==> src/rtl/wcf_pkg.sv <==
// rtl/wcf_pkg.sv - shared helpers and types for the width-converting FIFO
// Contents: wcf_clog2, wcf_is_pow2, wcf_min, wcf_cfg_ok (configuration legality),
//           wcf_ptr_t (narrow-word pointer type) and wcf_ptr_adv (pointer step).
package wcf_pkg;

  // Largest supported RAM address width; pointers carry one extra wrap bit.
  localparam int WCF_MAX_AW = 15;

  typedef logic [WCF_MAX_AW:0] wcf_ptr_t;

  function automatic int wcf_clog2(input int v);
    int r;
    r = 0;
    for (int i = 0; i < 31; i++) begin
      if ((1 << i) < v) r = i + 1;
    end
    return r;
  endfunction

  function automatic bit wcf_is_pow2(input int v);
    return (v > 0) && ((1 << wcf_clog2(v)) == v);
  endfunction

  function automatic int wcf_min(input int a, input int b);
    return (a < b) ? a : b;
  endfunction

  // Both widths powers of two and each side's ratio fits in the RAM.
  function automatic bit wcf_cfg_ok(input int dwi, input int dwo, input int aw);
    int n;
    n = wcf_min(dwi, dwo);
    if (aw < 1 || aw > WCF_MAX_AW) return 1'b0;
    if (!wcf_is_pow2(dwi) || !wcf_is_pow2(dwo)) return 1'b0;
    return ((dwi / n) <= (1 << aw)) && ((dwo / n) <= (1 << aw));
  endfunction

  // Advance a pointer; callers truncate to AW+1 bits, giving the modulo wrap.
  function automatic wcf_ptr_t wcf_ptr_adv(input wcf_ptr_t p, input int step);
    return p + wcf_ptr_t'(step);
  endfunction

endpackage

==> src/rtl/wcf_ram.sv <==
// rtl/wcf_ram.sv - simple dual-port narrow-word RAM with multi-lane write and read
// Ports: clk_i; we_i/waddr_i/wdata_i write RI consecutive words starting at waddr_i
//        (wdata_i MSB slice to waddr_i); raddr_i/rdata_o read RO consecutive words
//        asynchronously (word at raddr_i lands in the rdata_o MSB slice). Not reset.
module wcf_ram
  import wcf_pkg::*;
#(
  parameter int N  = 8,
  parameter int AW = 4,
  parameter int RI = 1,
  parameter int RO = 2
) (
  input  logic            clk_i,
  input  logic            we_i,
  input  logic [AW-1:0]   waddr_i,
  input  logic [RI*N-1:0] wdata_i,
  input  logic [AW-1:0]   raddr_i,
  output logic [RO*N-1:0] rdata_o
);

  logic [N-1:0] mem_q [1<<AW];

  always_ff @(posedge clk_i) begin
    if (we_i) begin
      for (int i = 0; i < RI; i++) begin
        mem_q[waddr_i + AW'(i)] <= wdata_i[(RI-1-i)*N +: N];
      end
    end
  end

  always_comb begin
    rdata_o = '0;
    for (int j = 0; j < RO; j++) begin
      rdata_o[(RO-1-j)*N +: N] = mem_q[raddr_i + AW'(j)];
    end
  end

endmodule

==> src/rtl/width_conv_fifo.sv <==
// rtl/width_conv_fifo.sv - single-clock FIFO converting DWI-bit writes to DWO-bit reads
// Ports: clk, rst_n (sync, active-low), flush (sync clear);
//        s_valid/s_ready/s_data write side; m_valid/m_ready/m_data read side;
//        level (narrow words in RAM, output register excluded), full, empty;
//        almost_full/almost_empty only when WIDTH_CONV_FIFO_ALMOST_EN is defined.
// Data is big-endian: the first narrow word stored is the most significant.
module width_conv_fifo
  import wcf_pkg::*;
#(
  parameter int DWI       = 8,
  parameter int DWO       = 16,
  parameter int AW        = 4,
  parameter int AF_THRESH = 12,
  parameter int AE_THRESH = 2
) (
  input  logic           clk,
  input  logic           rst_n,
  input  logic           flush,
  input  logic           s_valid,
  output logic           s_ready,
  input  logic [DWI-1:0] s_data,
  output logic           m_valid,
  input  logic           m_ready,
  output logic [DWO-1:0] m_data,
`ifdef WIDTH_CONV_FIFO_ALMOST_EN
  output logic           almost_full,
  output logic           almost_empty,
`endif
  output logic [AW:0]    level,
  output logic           full,
  output logic           empty
);

  localparam int N     = wcf_min(DWI, DWO);
  localparam int RI    = DWI / N;
  localparam int RO    = DWO / N;
  localparam int DEPTH = 1 << AW;

  localparam logic [AW:0] DEPTH_W = (AW+1)'(DEPTH);
  localparam logic [AW:0] RI_W    = (AW+1)'(RI);
  localparam logic [AW:0] RO_W    = (AW+1)'(RO);

  if (!wcf_cfg_ok(DWI, DWO, AW) || AF_THRESH < 0 || AE_THRESH < 0) begin : g_cfg_err
    $error("width_conv_fifo: unsupported DWI/DWO/AW/threshold configuration");
  end

  logic [AW:0]    wr_ptr_q, wr_ptr_d;
  logic [AW:0]    rd_ptr_q, rd_ptr_d;
  logic           m_valid_q, m_valid_d;
  logic [DWO-1:0] m_data_q, m_data_d;
  logic [DWO-1:0] ram_rdata;
  logic           space_ok;
  logic           wr;
  logic           ld;

  // Pointers carry a wrap bit, so the difference is the fill count even at 2**AW.
  assign level    = wr_ptr_q - rd_ptr_q;
  assign space_ok = (DEPTH_W - level) >= RI_W;
  assign s_ready  = space_ok && rst_n && !flush;
  assign full     = !space_ok;
  assign empty    = (level == '0) && !m_valid_q;
  assign m_valid  = m_valid_q;
  assign m_data   = m_data_q;

  assign wr = s_valid && s_ready;
  // Refill the output register whenever it is empty or being consumed this edge.
  assign ld = rst_n && !flush && (level >= RO_W) && (!m_valid_q || m_ready);

  always_comb begin
    wr_ptr_d  = wr_ptr_q;
    rd_ptr_d  = rd_ptr_q;
    m_valid_d = m_valid_q;
    m_data_d  = m_data_q;
    if (wr) wr_ptr_d = (AW+1)'(wcf_ptr_adv(wcf_ptr_t'(wr_ptr_q), RI));
    if (ld) begin
      rd_ptr_d  = (AW+1)'(wcf_ptr_adv(wcf_ptr_t'(rd_ptr_q), RO));
      m_valid_d = 1'b1;
      m_data_d  = ram_rdata;
    end else if (m_ready) begin
      m_valid_d = 1'b0;
    end
    if (flush) begin
      wr_ptr_d  = '0;
      rd_ptr_d  = '0;
      m_valid_d = 1'b0;
    end
  end

  always_ff @(posedge clk) begin
    if (!rst_n) begin
      wr_ptr_q  <= '0;
      rd_ptr_q  <= '0;
      m_valid_q <= 1'b0;
      m_data_q  <= '0;
    end else begin
      wr_ptr_q  <= wr_ptr_d;
      rd_ptr_q  <= rd_ptr_d;
      m_valid_q <= m_valid_d;
      m_data_q  <= m_data_d;
    end
  end

`ifdef WIDTH_CONV_FIFO_ALMOST_EN
  logic [AW:0] level_d;
  logic        almost_full_q;
  logic        almost_empty_q;

  always_comb begin
    level_d = level + (wr ? RI_W : '0) - (ld ? RO_W : '0);
    if (flush) level_d = '0;
  end

  always_ff @(posedge clk) begin
    if (!rst_n) begin
      almost_full_q  <= 1'b0;
      almost_empty_q <= 1'b1;
    end else begin
      almost_full_q  <= int'(level_d) >= AF_THRESH;
      almost_empty_q <= int'(level_d) <= AE_THRESH;
    end
  end

  assign almost_full  = almost_full_q;
  assign almost_empty = almost_empty_q;
`endif

  wcf_ram #(
    .N  (N),
    .AW (AW),
    .RI (RI),
    .RO (RO)
  ) u_ram (
    .clk_i   (clk),
    .we_i    (wr),
    .waddr_i (wr_ptr_q[AW-1:0]),
    .wdata_i (s_data),
    .raddr_i (rd_ptr_q[AW-1:0]),
    .rdata_o (ram_rdata)
  );

endmodule

==> config.mk <==
export PLATFORM = sky130hd
export DESIGN_NAME = width_conv_fifo
export DESIGN_NICKNAME = d
export VERILOG_FILES = /design/src/rtl/wcf_pkg.sv /design/src/rtl/wcf_ram.sv /design/src/rtl/width_conv_fifo.sv
export SDC_FILE = /design/constraint.sdc
export NUM_CORES = 1
export LEC_CHECK = 0
export CORE_MARGIN = 2
export CORE_UTILIZATION = 40
export DETAILED_ROUTE_END_ITERATION = 16
export GPL_ROUTABILITY_DRIVEN = 0
export PLACE_DENSITY = 0.59
export SYNTH_ARGS = -nofsm -noshare
export SYNTH_HDL_FRONTEND = slang
export SYNTH_SLANG_ARGS = --single-unit
export TNS_END_PERCENT = 20
==> constraint.sdc <==
create_clock -name clk -period 8.63 [get_ports clk]
set_input_delay 1.726 -clock clk [delete_from_list [all_inputs] [get_ports clk]]
set_output_delay 1.726 -clock clk [all_outputs]
set_load 0.02 [all_outputs]
; After elaboration in Yosys (flattened, before gate mapping)
; Memory sizes are Yosys's and may differ from the RTL's. A register that Yosys moved wholly into a read port is not among the register bits.
; Cells that the tools add are included.
[classes]
addsub = 5
n_mux = 4
div = 0
n_eq_ne = 0
n_reduce_logical = 16
bitwise = 1
shifts = 0
n_mul = 0
n_lt_le_gt_ge = 2
[ops]
columns = cell, n
row1 = 1-bit logical AND, 7
row2 = 5-bit by 1-bit adder with 5-bit output (second input constant), 1
row3 = 5-bit by 2-bit adder with 5-bit output (second input constant), 1
row4 = 5-bit by 1-bit greater-or-equal comparator with 1-bit output (second input constant), 1
row5 = 5-bit by 2-bit greater-or-equal comparator with 1-bit output (second input constant), 1
row6 = 1-bit logical NOT, 5
row7 = 5-bit logical NOT, 1
row8 = 5-bit subtractor, 1
row9 = 5-bit subtractor (first input constant), 1
row10 = 4-bit by 1-bit adder with 4-bit output (second input constant), 1
row11 = 1-bit 2-to-1 mux, 4
row12 = 2-bit nonzero test, 1
row13 = 2-bit OR reduction, 1
row14 = 1-bit logical OR, 1
row15 = 1-bit NOT, 1
[word_totals]
input_bits = 13
latch_bits = 0
mem_bits_ro = 0
ff_bits = 11
ramBits = 128
out_inout_bits = 25
wordCells = 32
mem_count = 1
[memory_table]
columns = name, depth, word_bits, rd, rd_clocked_by_memory_dff, write_ports, line
row1 = u_ram.mem_q, 16, 8, 2, 2, 1, wcf_ram.sv:21  ; logic [N-1:0] mem_q [1<<AW];

; Depth between registers and ports, before layout
[depth]
depth_word = 8
depth_mapped = 14
ltp_nobuf = 12

; By module
; A second synthesis with hierarchy kept.
[hier_totals]
cells_unflattened = 466
area_unflattened_um2 = 7427.1
[by_module_without_submodules]
columns = module, cells_per_inst, seq_area_each_um2, n_inst, area_per_inst_um2
row1 = wcf_ram, 307, 3843.7, 1, 6072.1
row2 = width_conv_fifo, 159, 520.5, 1, 1355.0

; Least setup slack after synthesis
; No wires, ideal clock.
[synth_timing]
path_type = reg-to-output
from = register rd_ptr_q[3]
to = output port s_ready
arrival_time_ns = 3.320
required_ns = 6.904
path_buffers = 3
path_slack_ns = 3.584
path_stages_with_launch = 15
cell_sequence = dfxtp_1 clkbuf_1 clkbuf_1 inv_1 ha_1 a21oi_1 a21oi_1 or2_2 inv_1 ha_1 nor4b_1 nand2_1 o21ai_1 clkbuf_1 inv_1
[synth_between]
elab_chain_len = 5
[synth_rtl]
columns = element, line
row1 = "start, declared", width_conv_fifo.sv:48  ; logic [AW:0] rd_ptr_q, rd_ptr_d;
row2 = "start signal, assigned", width_conv_fifo.sv:97  ; rd_ptr_q <= rd_ptr_d;
row3 = 5-bit subtractor, width_conv_fifo.sv:57  ; assign level = wr_ptr_q - rd_ptr_q;
row4 = via level[4], width_conv_fifo.sv:29  ; output logic [AW:0] level,
row5 = 5-bit subtractor, width_conv_fifo.sv:58  ; assign space_ok = (DEPTH_W - level) >= RI_W;
row6 = 5-bit by 1-bit greater-or-equal comparator with 1-bit output, width_conv_fifo.sv:58
row7 = 1-bit logical AND (2 in series), width_conv_fifo.sv:59  ; assign s_ready = space_ok && rst_n && !flush;
row8 = "end, declared", width_conv_fifo.sv:20  ; output logic s_ready,
; The timed path passes the listed nets, and every way through them passes these cells.

; Final worst setup path
[layout_timing]
from = input port rst_n
to = output port s_ready
[layout_between]
elab_chain_len = 2
[layout_rtl]
columns = element, line
row1 = "start, declared", width_conv_fifo.sv:17  ; input logic rst_n,
row2 = 1-bit logical AND (2 in series), width_conv_fifo.sv:59
; No other way between the ends.

==> reports/metrics.cfg <==
[timing]
tns_ns = 0
tightest_slew_ns = 1.06
hold_viol_final = 0
rsz0062_at_grt = false
final_max_slew_viol_count = 0
period_minus_slack_ns = 5.91
whs_ns = 0.504
setup_viol = 0
max_freq_mhz = 169
fin_crit_sh_pct = 68.5
timing.final.ws_setup_ns = 2.72
maxSlewHeadroom_pct = 28.8
fin_skew_ns = 0.0113

[setup_path]
cp-start-kind = input port
criticalPathCategory = input port to output pin
critPathMaxFanout = 18
arrival_ns = 4.18
worstSetupEndpointType = output pin
required_ns = 6.90

[global_route]
grt_pass1_wl_um = 19100
grt_usage_pct = 16.2
grt-ovfl-total = 0
grt_pass1_vias = 3343
grt_max_degree = 37
antenna_found_initial = 0

[clock_network]
root_buffer = clkbuf_16
post_cts_buffers = 0
cts_hold_buf = 0
clk_latency_ns = 0.42
cts_buffers = 17
h-tree-depth = 4
cts.sinks = 154
cts_resized = 0
cts_tree = done
cts.clk_slew.worst_paths_ns = 0.06
cts_buffer_depth = 2

[power_and_ir_drop]
power.density_mw_per_mm2 = 277
ir_drop_mv = 0.138
p_leak_nw = 2.38

[logic_synthesis]
ys_seq_area_share_pct = 69.7
synth.cells.most_frequent = edfxtp_1, mux4_2, dfxtp_1
synth_top_area_share_pct = 61.4
synthArstFlopShare_pct = 0
synth_area_leaders = edfxtp_1, mux4_2, dfxtp_1, mux2i_1, ha_1
synth_cells = 353
synth_top_cell_by_area = edfxtp_1
synth-edff-count = 128
syn_area_sq_mm = 0.00626
avgSynthCellArea_sq_um = 17.7
ys_types = 39
syn-num-nets = 379
ys.warnings.count = 0
synthMostInstantiatedCell = edfxtp_1
ys_ff_latch = 154
ys.flop_type = edfxtp_1

[run_status]
status = finished clean

[final_layout]
syn_to_final_growth_pct = 19.8
antenna_cells = 0
nets = 425
fillers = 1245
drive_above_1_share_pct = 22.8

[job]
maxCapViolCount = 0

[route]
via_per_inst = 5.11
post_drt_wl_per_cell_um = 19.5
ant_nets = 0
drt_iter0_drc = 263
drc = 0
dr.pass1.iters = 4
drt_wl_total_um = 12200
dr_total_vias = 3184

[placement]
place_hpwl_um = 7840
numPortBuffers = 37
dp_slack_ns = 2.75

[floorplan]
ioPinCount = 38
die-area_sq_mm = 0.0167
die_w_um = 129
std_cell_rows = 45
die_h_um = 129
core_sq_mm = 0.0153
initial_utilization_pct = 41.0

[worst_hold_path]
min_path_type = flop to flop

[metrics by stage]
stage                     utilization [%]  instances  area [sq um]  total power, mW
final                                49.1        623          7500             2.08
after global placement               45.1        591          6870             1.32
after CTS                            49.1        623          7500             2.10
after global routing                 49.1        623          7500             2.17
after floorplan                         -        353          6260             1.19
after detailed placement             45.1        591          6870             1.33
[layout make-up]
cell class | count | area (sq um) | share of cell area [%]
clock buffers | 22 | 484 | 6.46
multi-input cells | 167 | 1750 | 23.3
flip-flops and latches | 154 | 4370 | 58.2
repair buffers | 49 | 460 | 6.14
clock inverters | 10 | 140 | 1.87
inverters | 10 | 37.5 | 0.501
well taps | 211 | 264 | 3.52
[cells in the final DEF, fill, tap and decap left out, types with 2 or more instances in the layout]
cell | Yosys | final
nor4_2 | 0 | 2
nor3_1 | 8 | 6
edfxtp_1 | 128 | 128
nor2_1 | 11 | 11
clkbuf_8 | 0 | 4
ha_1 | 12 | 12
bufinv_16 | 0 | 3
nor3_2 | 0 | 2
nor4_1 | 4 | 2
or3_1 | 3 | 3
a21oi_1 | 5 | 5
o21ai_0 | 12 | 12
mux2i_1 | 16 | 16
buf_4 | 1 | 12
mux4_2 | 32 | 32
xor2_1 | 2 | 2
nand3_1 | 4 | 4
inv_1 | 10 | 10
clkinv_2 | 0 | 2
o211ai_1 | 16 | 16
dfxtp_1 | 26 | 25
xnor2_1 | 5 | 5
clkdlybuf4s50_1 | 0 | 37
nand2b_1 | 2 | 2
nor2b_1 | 2 | 2
clkbuf_16 | 0 | 17
nand2_1 | 10 | 10
o21ai_2 | 10 | 10
clkinvlp_4 | 0 | 3
[registers in the layout, indices dropped and copies added (netlist names)]
signal       count
u_ram.mem_q    128
m_data          16
wr_ptr_q         5
rd_ptr_q         4
m_valid          1
[critical path: stages]
cell and delay (ns):
clkdlybuf4s50_1 0.88, nor2b_1 0.37, o21ai_1 0.42, inv_1 0.16, clkdlybuf4s50_1 0.62
[worst paths after layout]
check / start / endpoint / slack [ns] / cells past startpoint
hold reg to reg: rd_ptr_q[4] / rd_ptr_q[4] / 0.50 / 2
hold / removal: rd_ptr_q[4] / rd_ptr_q[4] / 0.50 / 2
setup reg to reg: rd_ptr_q[2] / u_ram.mem_q[7][5] / 4.55 / 10
setup / recovery: rst_n / s_ready / 2.72 / 5
[report_power, final]
part | internal (mW) | switching (mW) | leakage (nW) | total [mW]
sequential | 0.842 | 0.0210 | 1.36 | 0.863
combinational | 0.188 | 0.258 | 0.715 | 0.446
clock | 0.486 | 0.284 | 0.299 | 0.770
total | 1.52 | 0.562 | 2.38 | 2.08
[kinds of logic after synthesis]
family | count (synthesis) | share of synthesized area [%]
simple gates | 51 | 4.16
mux | 48 | 14.1
buf+inv | 32 | 2.72
xor+xnor | 8 | 1.24
compound gates | 47 | 5.36
fa+ha+maj | 13 | 2.72
flops | 154 | 69.7
[layer usage]
metal / global-route usage [%] / share of wire (%)
met5: 0 / 0
met4: 7.48 / 1.2
met3: 3.47 / 2.4
met2: 25.5 / 49
met1: 21.9 / 47
Note: power is estimated with default switching activity, not from simulation.
